File: src/rtl/regfile_pkg.sv
// ---------------------------------------------------------------------------
// regfile_pkg
// Shared definitions for the register-file write-side front end:
//   - default data / register-index widths
//   - wb_src_e   : identifies a writeback source (ALU or load/memory path)
//   - wb_entry_t : one buffered writeback {rd, data} at the default widths
//   - other_src  : the source opposite to a given one (round-robin helper)
// ---------------------------------------------------------------------------
package regfile_pkg;

  localparam int DEFAULT_DATA_WIDTH    = 64;
  localparam int DEFAULT_ADDRESS_WIDTH = 5;

  typedef enum logic {
    WB_SRC_ALU = 1'b0,
    WB_SRC_MEM = 1'b1
  } wb_src_e;

  typedef struct packed {
    logic [DEFAULT_ADDRESS_WIDTH-1:0] rd;
    logic [DEFAULT_DATA_WIDTH-1:0]    data;
  } wb_entry_t;

  // Round-robin: on a tie the source that did not win last time is chosen.
  function automatic wb_src_e other_src(input wb_src_e src);
    wb_src_e res;
    case (src)
      WB_SRC_ALU: res = WB_SRC_MEM;
      WB_SRC_MEM: res = WB_SRC_ALU;
      default:    res = WB_SRC_ALU;
    endcase
    return res;
  endfunction

endpackage

File: src/rtl/regfile_wb_arbiter_fifo.sv
// ---------------------------------------------------------------------------
// wb_fifo
// Small synchronous FIFO buffering one writeback source.
// Ports:
//   clk, reset           : clock, synchronous active-high reset
//   push, push_data      : write an entry (ignored when full)
//   pop, pop_data        : remove the head entry (ignored when empty);
//                          pop_data always shows the current head
//   count                : number of stored entries, 0..DEPTH
//   full, empty          : decoded from the registered count
// DEPTH must be a power of two so the pointers wrap by natural overflow.
// ---------------------------------------------------------------------------
module wb_fifo #(
  parameter int DEPTH = 2,
  parameter int WIDTH = 69
) (
  input  logic                     clk,
  input  logic                     reset,
  input  logic                     push,
  input  logic [WIDTH-1:0]         push_data,
  input  logic                     pop,
  output logic [WIDTH-1:0]         pop_data,
  output logic [$clog2(DEPTH):0]   count,
  output logic                     full,
  output logic                     empty
);

  localparam int PW = $clog2(DEPTH);
  localparam int CW = $clog2(DEPTH) + 1;
  localparam logic [CW-1:0] FULL_COUNT = CW'(DEPTH);

  logic [WIDTH-1:0] storage [DEPTH];
  logic [PW-1:0]    wr_ptr;
  logic [PW-1:0]    rd_ptr;
  logic             do_push;
  logic             do_pop;

  assign full     = (count == FULL_COUNT);
  assign empty    = (count == {CW{1'b0}});
  assign do_push  = push && !full;
  assign do_pop   = pop && !empty;
  assign pop_data = storage[rd_ptr];

  // Entry storage; contents need no reset because count gates visibility.
  always_ff @(posedge clk) begin
    if (do_push) begin
      storage[wr_ptr] <= push_data;
    end
  end

  // Pointers and occupancy count.
  always_ff @(posedge clk) begin
    if (reset) begin
      wr_ptr <= {PW{1'b0}};
      rd_ptr <= {PW{1'b0}};
      count  <= {CW{1'b0}};
    end else begin
      if (do_push) begin
        wr_ptr <= wr_ptr + PW'(1'b1);
      end
      if (do_pop) begin
        rd_ptr <= rd_ptr + PW'(1'b1);
      end
      case ({do_push, do_pop})
        2'b10:   count <= count + CW'(1'b1);
        2'b01:   count <= count - CW'(1'b1);
        default: count <= count;  // idle, or push and pop together
      endcase
    end
  end

endmodule

File: src/rtl/regfile_wb_arbiter.sv
// ---------------------------------------------------------------------------
// regfile_wb_arbiter
// Write-side front end of the register file. ALU and load results arrive
// over valid/ready handshakes, are buffered per source, and are granted
// round-robin onto the register file's single write port.
// Ports:
//   clk, reset                         : clock, synchronous active-high reset
//   alu_valid/alu_ready/alu_rd/alu_data: ALU writeback handshake
//   mem_valid/mem_ready/mem_rd/mem_data: load writeback handshake
//   RegWrite, wa, wd                   : registered write port
//   idle                               : nothing buffered, no write pending
// Writes to x0 take a grant slot but never raise RegWrite; wa/wd then hold.
// ---------------------------------------------------------------------------
module regfile_wb_arbiter
  import regfile_pkg::*;
#(
  parameter int DATA_WIDTH    = DEFAULT_DATA_WIDTH,
  parameter int ADDRESS_WIDTH = DEFAULT_ADDRESS_WIDTH,
  parameter int FIFO_DEPTH    = 2
) (
  input  logic                     clk,
  input  logic                     reset,
  input  logic                     alu_valid,
  output logic                     alu_ready,
  input  logic [ADDRESS_WIDTH-1:0] alu_rd,
  input  logic [DATA_WIDTH-1:0]    alu_data,
  input  logic                     mem_valid,
  output logic                     mem_ready,
  input  logic [ADDRESS_WIDTH-1:0] mem_rd,
  input  logic [DATA_WIDTH-1:0]    mem_data,
  output logic                     RegWrite,
  output logic [ADDRESS_WIDTH-1:0] wa,
  output logic [DATA_WIDTH-1:0]    wd,
  output logic                     idle
);

  localparam int EW = ADDRESS_WIDTH + DATA_WIDTH;
  localparam int CW = $clog2(FIFO_DEPTH) + 1;

  logic          alu_push, mem_push;
  logic          alu_pop, mem_pop;
  logic [EW-1:0] alu_head, mem_head, sel_head;
  logic [CW-1:0] alu_count, mem_count;
  logic          alu_full, mem_full;
  logic          alu_empty, mem_empty;

  logic                     grant;
  wb_src_e                  grant_src;
  wb_src_e                  last_grant;
  logic [ADDRESS_WIDTH-1:0] grant_rd;
  logic [DATA_WIDTH-1:0]    grant_data;

  // Ready comes only from the registered count (plus reset), so a pop in the
  // same cycle does not reopen a full FIFO until the following cycle.
  assign alu_ready = !reset && !alu_full;
  assign mem_ready = !reset && !mem_full;
  assign alu_push  = alu_valid && alu_ready;
  assign mem_push  = mem_valid && mem_ready;

  wb_fifo #(.DEPTH(FIFO_DEPTH), .WIDTH(EW)) u_alu_fifo (
    .clk       (clk),
    .reset     (reset),
    .push      (alu_push),
    .push_data ({alu_rd, alu_data}),
    .pop       (alu_pop),
    .pop_data  (alu_head),
    .count     (alu_count),
    .full      (alu_full),
    .empty     (alu_empty)
  );

  wb_fifo #(.DEPTH(FIFO_DEPTH), .WIDTH(EW)) u_mem_fifo (
    .clk       (clk),
    .reset     (reset),
    .push      (mem_push),
    .push_data ({mem_rd, mem_data}),
    .pop       (mem_pop),
    .pop_data  (mem_head),
    .count     (mem_count),
    .full      (mem_full),
    .empty     (mem_empty)
  );

  // Round-robin arbiter: a lone non-empty source wins; on a tie the source
  // not granted last time wins.
  always_comb begin
    grant     = 1'b0;
    grant_src = last_grant;
    case ({!alu_empty, !mem_empty})
      2'b10: begin
        grant     = 1'b1;
        grant_src = WB_SRC_ALU;
      end
      2'b01: begin
        grant     = 1'b1;
        grant_src = WB_SRC_MEM;
      end
      2'b11: begin
        grant     = 1'b1;
        grant_src = other_src(last_grant);
      end
      default: begin
        grant     = 1'b0;
        grant_src = last_grant;
      end
    endcase
  end

  assign alu_pop = grant && (grant_src == WB_SRC_ALU);
  assign mem_pop = grant && (grant_src == WB_SRC_MEM);

  // Select the head entry of the granted source.
  always_comb begin
    sel_head = alu_head;
    if (grant_src == WB_SRC_MEM) begin
      sel_head = mem_head;
    end else begin
      sel_head = alu_head;
    end
  end

  assign grant_rd   = sel_head[EW-1:DATA_WIDTH];
  assign grant_data = sel_head[DATA_WIDTH-1:0];

  // Registered write port and round-robin history. An x0 entry still counts
  // as a grant (it is popped and moves last_grant) but leaves wa/wd alone.
  always_ff @(posedge clk) begin
    if (reset) begin
      RegWrite   <= 1'b0;
      wa         <= {ADDRESS_WIDTH{1'b0}};
      wd         <= {DATA_WIDTH{1'b0}};
      last_grant <= WB_SRC_ALU;
    end else if (grant) begin
      RegWrite   <= (grant_rd != {ADDRESS_WIDTH{1'b0}});
      last_grant <= grant_src;
      if (grant_rd != {ADDRESS_WIDTH{1'b0}}) begin
        wa <= grant_rd;
        wd <= grant_data;
      end
    end else begin
      RegWrite <= 1'b0;
    end
  end

  assign idle = (alu_count == {CW{1'b0}}) && (mem_count == {CW{1'b0}}) && !RegWrite;

endmodule
File: config.mk
export PLATFORM = sky130hd
export DESIGN_NAME = regfile_wb_arbiter
export DESIGN_NICKNAME = d
export VERILOG_FILES = /design/src/rtl/regfile_pkg.sv /design/src/rtl/regfile_wb_arbiter_fifo.sv /design/src/rtl/regfile_wb_arbiter.sv
export SDC_FILE = /design/constraint.sdc
export NUM_CORES = 1
export LEC_CHECK = 0
export CORE_MARGIN = 2
export CORE_UTILIZATION = 63
export DETAILED_ROUTE_END_ITERATION = 8
export DONT_BUFFER_PORTS = 1
export GPL_ROUTABILITY_DRIVEN = 0
export PLACE_DENSITY = 0.87
export SLEW_MARGIN = 20
export SYNTH_ARGS = -nofsm -noshare
export SYNTH_HDL_FRONTEND = slang
export SYNTH_HIERARCHICAL = 1
export SYNTH_SLANG_ARGS = --single-unit
File: constraint.sdc
create_clock -name clk -period 6.4 [get_ports clk]
set_input_delay 1.92 -clock clk [delete_from_list [all_inputs] [get_ports clk]]
set_output_delay 1.92 -clock clk [all_outputs]
set_load 0.01 [all_outputs]
==> results.yml <==
pwr:
  ir_drop_mv: 0.294
  power.leakage_nw: 5.16
  powerDensity_nw_per_um2: 444
timing:
  period_share: 0.637
  finalSetupTns_ns: 0
  period_needed_ns: 4.08
  hold_viol: 0
  max_clock_freq_mhz: 245
  rsz0062_at_grt: "no"
  slew_headroom: 0.284
  tightestPinTransition_ns: 1.07
  setup_viol: 0
  maxSlewViolCount: 0
  clock_skew_ns: 0.0121
  fin_ws_ns: 2.32
cts:
  cts_root_buf: "clkbuf_16"
  cts_num_sinks: 357
  numCtsBuffers: 37
  postCtsHoldBufs: 0
  clk_latency_ns: 0.50
  cts_setup_buffers: 0
  htree_levels: 2
  cts_tree: "done"
  cts-resized-gates: 0
  cts_buffer_depth: 3
  clk_pin_slew_ns: 0.06
critical_path:
  regToRegEndpoint: "u_alu_fifo/storage[0][28]"
  crit_start: "reset"
  worstSetupPathType: "in2out"
  reg2reg_slack_ns: 3.21
  cpPeakStageDelay_ns: 0.21
  crit_slowest_cell: "nor2_1"
  cp.arrival_ns: 2.16
  worst_ep_required_time_ns: 4.48
  crit_path_start_kind: "input pin"
  path_buf_inv: 0
  critPathCaptureType: "primary output"
  ff2ff_path_depth: 8
  path_delay_family: "simple AND/OR/NAND/NOR gates"
  crit_path_max_fanout: 81
  r2r_start: "u_alu_fifo/count[0]"
  crit_chain: "nor2_1"
run:
  drv_cap: 0
global_routing:
  antenna_found_initial: 0
  grtUsageTotal: 0.246
  grt_first_pass_wirelength_um: 44500
  grt_pass1_vias: 7820
  grt_max_degree: 82
  overflow: 0
yosys:
  synth_top_cell_area_share: 0.585
  synth-seq-area-share: 0.699
  yosysTopAreaCell: "edfxtp_1"
  synth_area_leaders: "edfxtp_1, dfxtp_1, mux2_2"
  synth.distinct_cells: 44
  ys.flop_type: "edfxtp_1"
  yosysWarnings: 6
  ys_ff_latch: 357
  avgSynthCellArea_um2: 16.6
  synthArstFlopShare: 0
  syn_nets: 1000
  syn_inst: 856
  synthesis.area_um2: 14200
  synth-edff-count: 276
die:
  rows: 54
  die-area_um2: 23700
  die_x_um: 154
  ios: 215
  initial_core_util: 0.645
  die_y_um: 154
  core_um2: 22000
hold_path:
  hold_path_end: "u_alu_fifo/wr_ptr"
  hold_start: "u_alu_fifo/wr_ptr"
  hp-class: "reg2reg"
  hold_depth: 2
placed_design:
  dp_slack_ns: 2.02
  hpwl_um: 16800
  place_inst: 1080
  portBuffers: 0
layout:
  drive_gt1_frac: 0.277
  fin_util: 0.699
  antennaDiodeCount: 0
  fin_cells: 1145
  nets: 983
  syn2layout_area_growth_pct: 8.35
routing:
  drc_errors: 0
  wl_per_cell_um: 25.4
  drtIter0Drc: 504
  num_vias: 7432
  drt-total-wl_um: 29000
  via_per_inst: 6.49
  postRouteAntennaNets: 0
  dr.pass1.iters: 5
run_status:
  status: "completed"
==> registers in the layout (all words and copies together), names as in the netlist, named ones only <==
| register | cells |
|---|---|
| wd | 64 |
| u_mem_fifo/count | 2 |
| u_mem_fifo/rd_ptr | 1 |
| u_alu_fifo/count | 2 |
| u_mem_fifo/wr_ptr | 1 |
| u_alu_fifo/storage | 138 |
| u_alu_fifo/wr_ptr | 1 |
| last_grant | 1 |
| u_mem_fifo/storage | 138 |
| wa | 5 |
| u_alu_fifo/rd_ptr | 1 |
| RegWrite | 1 |
==> worst max path at each step <==
stage,slack (ns),cells after the start,endpoint
CTS,2.34,1,mem_ready
floorplan,1.55,7,u_mem_fifo/storage[0][0]
global route,2.29,1,alu_ready
finish,2.32,1,alu_ready
detailed placement,2.02,6,u_alu_fifo/storage[0][20]
global placement,2.13,6,u_alu_fifo/storage[0][21]
==> Yosys cell counts, types with 2 or more instances <==
cell,count
xor2_1,2
a21oi_1,7
buf_8,4
a31oi_1,66
nand2b_2,2
and2b_4,2
nor2_1,15
nand2_1,3
mux2i_1,64
dfxtp_1,81
o211ai_1,2
o21ai_0,12
buf_4,11
xnor2_1,4
nand4b_1,2
buf_6,2
ha_1,2
buf_2,31
clkbuf_1,13
or3_1,4
mux2_2,138
a211o_1,3
and3_1,3
inv_2,2
o21a_1,4
a211oi_2,30
nor4_1,2
o2111ai_1,2
a211oi_1,35
and2_1,4
edfxtp_1,276
inv_1,10
nand2b_1,2
nand3_1,6
==> worst reg2reg max path, delay by kind of cell, from the launching register on <==
kind | cells | cell delay (ns)
buffers and inverters | 4 | 1.30
and+or+nand+nor | 4 | 1.08
DFF | 1 | 0.46
==> metrics by stage <==
step	area [um^2]	hold slack, ns	total power, mW
finish	15400	0.494	6.81
global route	15400	0.526	7.11
CTS	15400	0.491	6.85
detailed placement	14200	0.481	4.85
global placement	14200	0.468	4.77
floorplan	14200	0.452	4.55
==> per-layer routing <==
layer | global-route usage | wire, um | vias to the layer above
li1 | - | - | 3337
met1 | 0.296 | 11000 | 3768
met2 | 0.420 | 14700 | 278
met3 | 0.0829 | 2590 | 49
met4 | 0.0792 | 727 | 0
met5 | 0 | 0 | -
==> placed cells by master (no fill, tap or decap), types with 3 or more instances in the layout <==
master        n
o21a_1        4
inv_1         8
a211oi_1     35
clkinv_2      4
nor2_1       15
xnor2_1       4
and3_4        3
dfxtp_1      79
clkinv_1      5
clkbuf_8      3
a211oi_2     30
clkinvlp_4    3
buf_4         6
clkbuf_16    37
nand3_1       6
clkbuf_1     12
mux2_2      138
o21ai_0      12
a31oi_1      66
a211o_1       3
and2_1        4
mux2i_1      64
or3_1         4
edfxtp_1    276
a21oi_1       7
==> cell families (layout without fill, tap and decap cells) <==
kind of cell,count (synthesis),count (layout),share of synthesized area
buffers and inverters,74,83,0.0295
AND/OR/NAND/NOR,52,52,0.0216
AO/OA/AOI/OAI,163,163,0.0891
XOR/XNOR,6,6,0.00371
flip-flops,357,357,0.699
adder cells (fa/ha/maj),2,2,0.00177
multiplexers,202,202,0.155
==> where the power goes <==
| part | switching [mW] | total, mW | internal [mW] |
|---|---|---|---|
| Sequential | 0.334 | 3.15 | 2.82 |
| Combinational | 0.954 | 1.66 | 0.702 |
| Clock | 0.821 | 2.00 | 1.18 |
==> cell type report <==
class	instances	area, um^2
inverter	12	47.5
clock inverter	13	118
fill	1393	6610
tap	280	350
multi-input combinational	425	3860
timing repair buffer	6	45.0
clock buffer	52	1010
sequential	357	9920
Power figures use the tool's default switching activity.
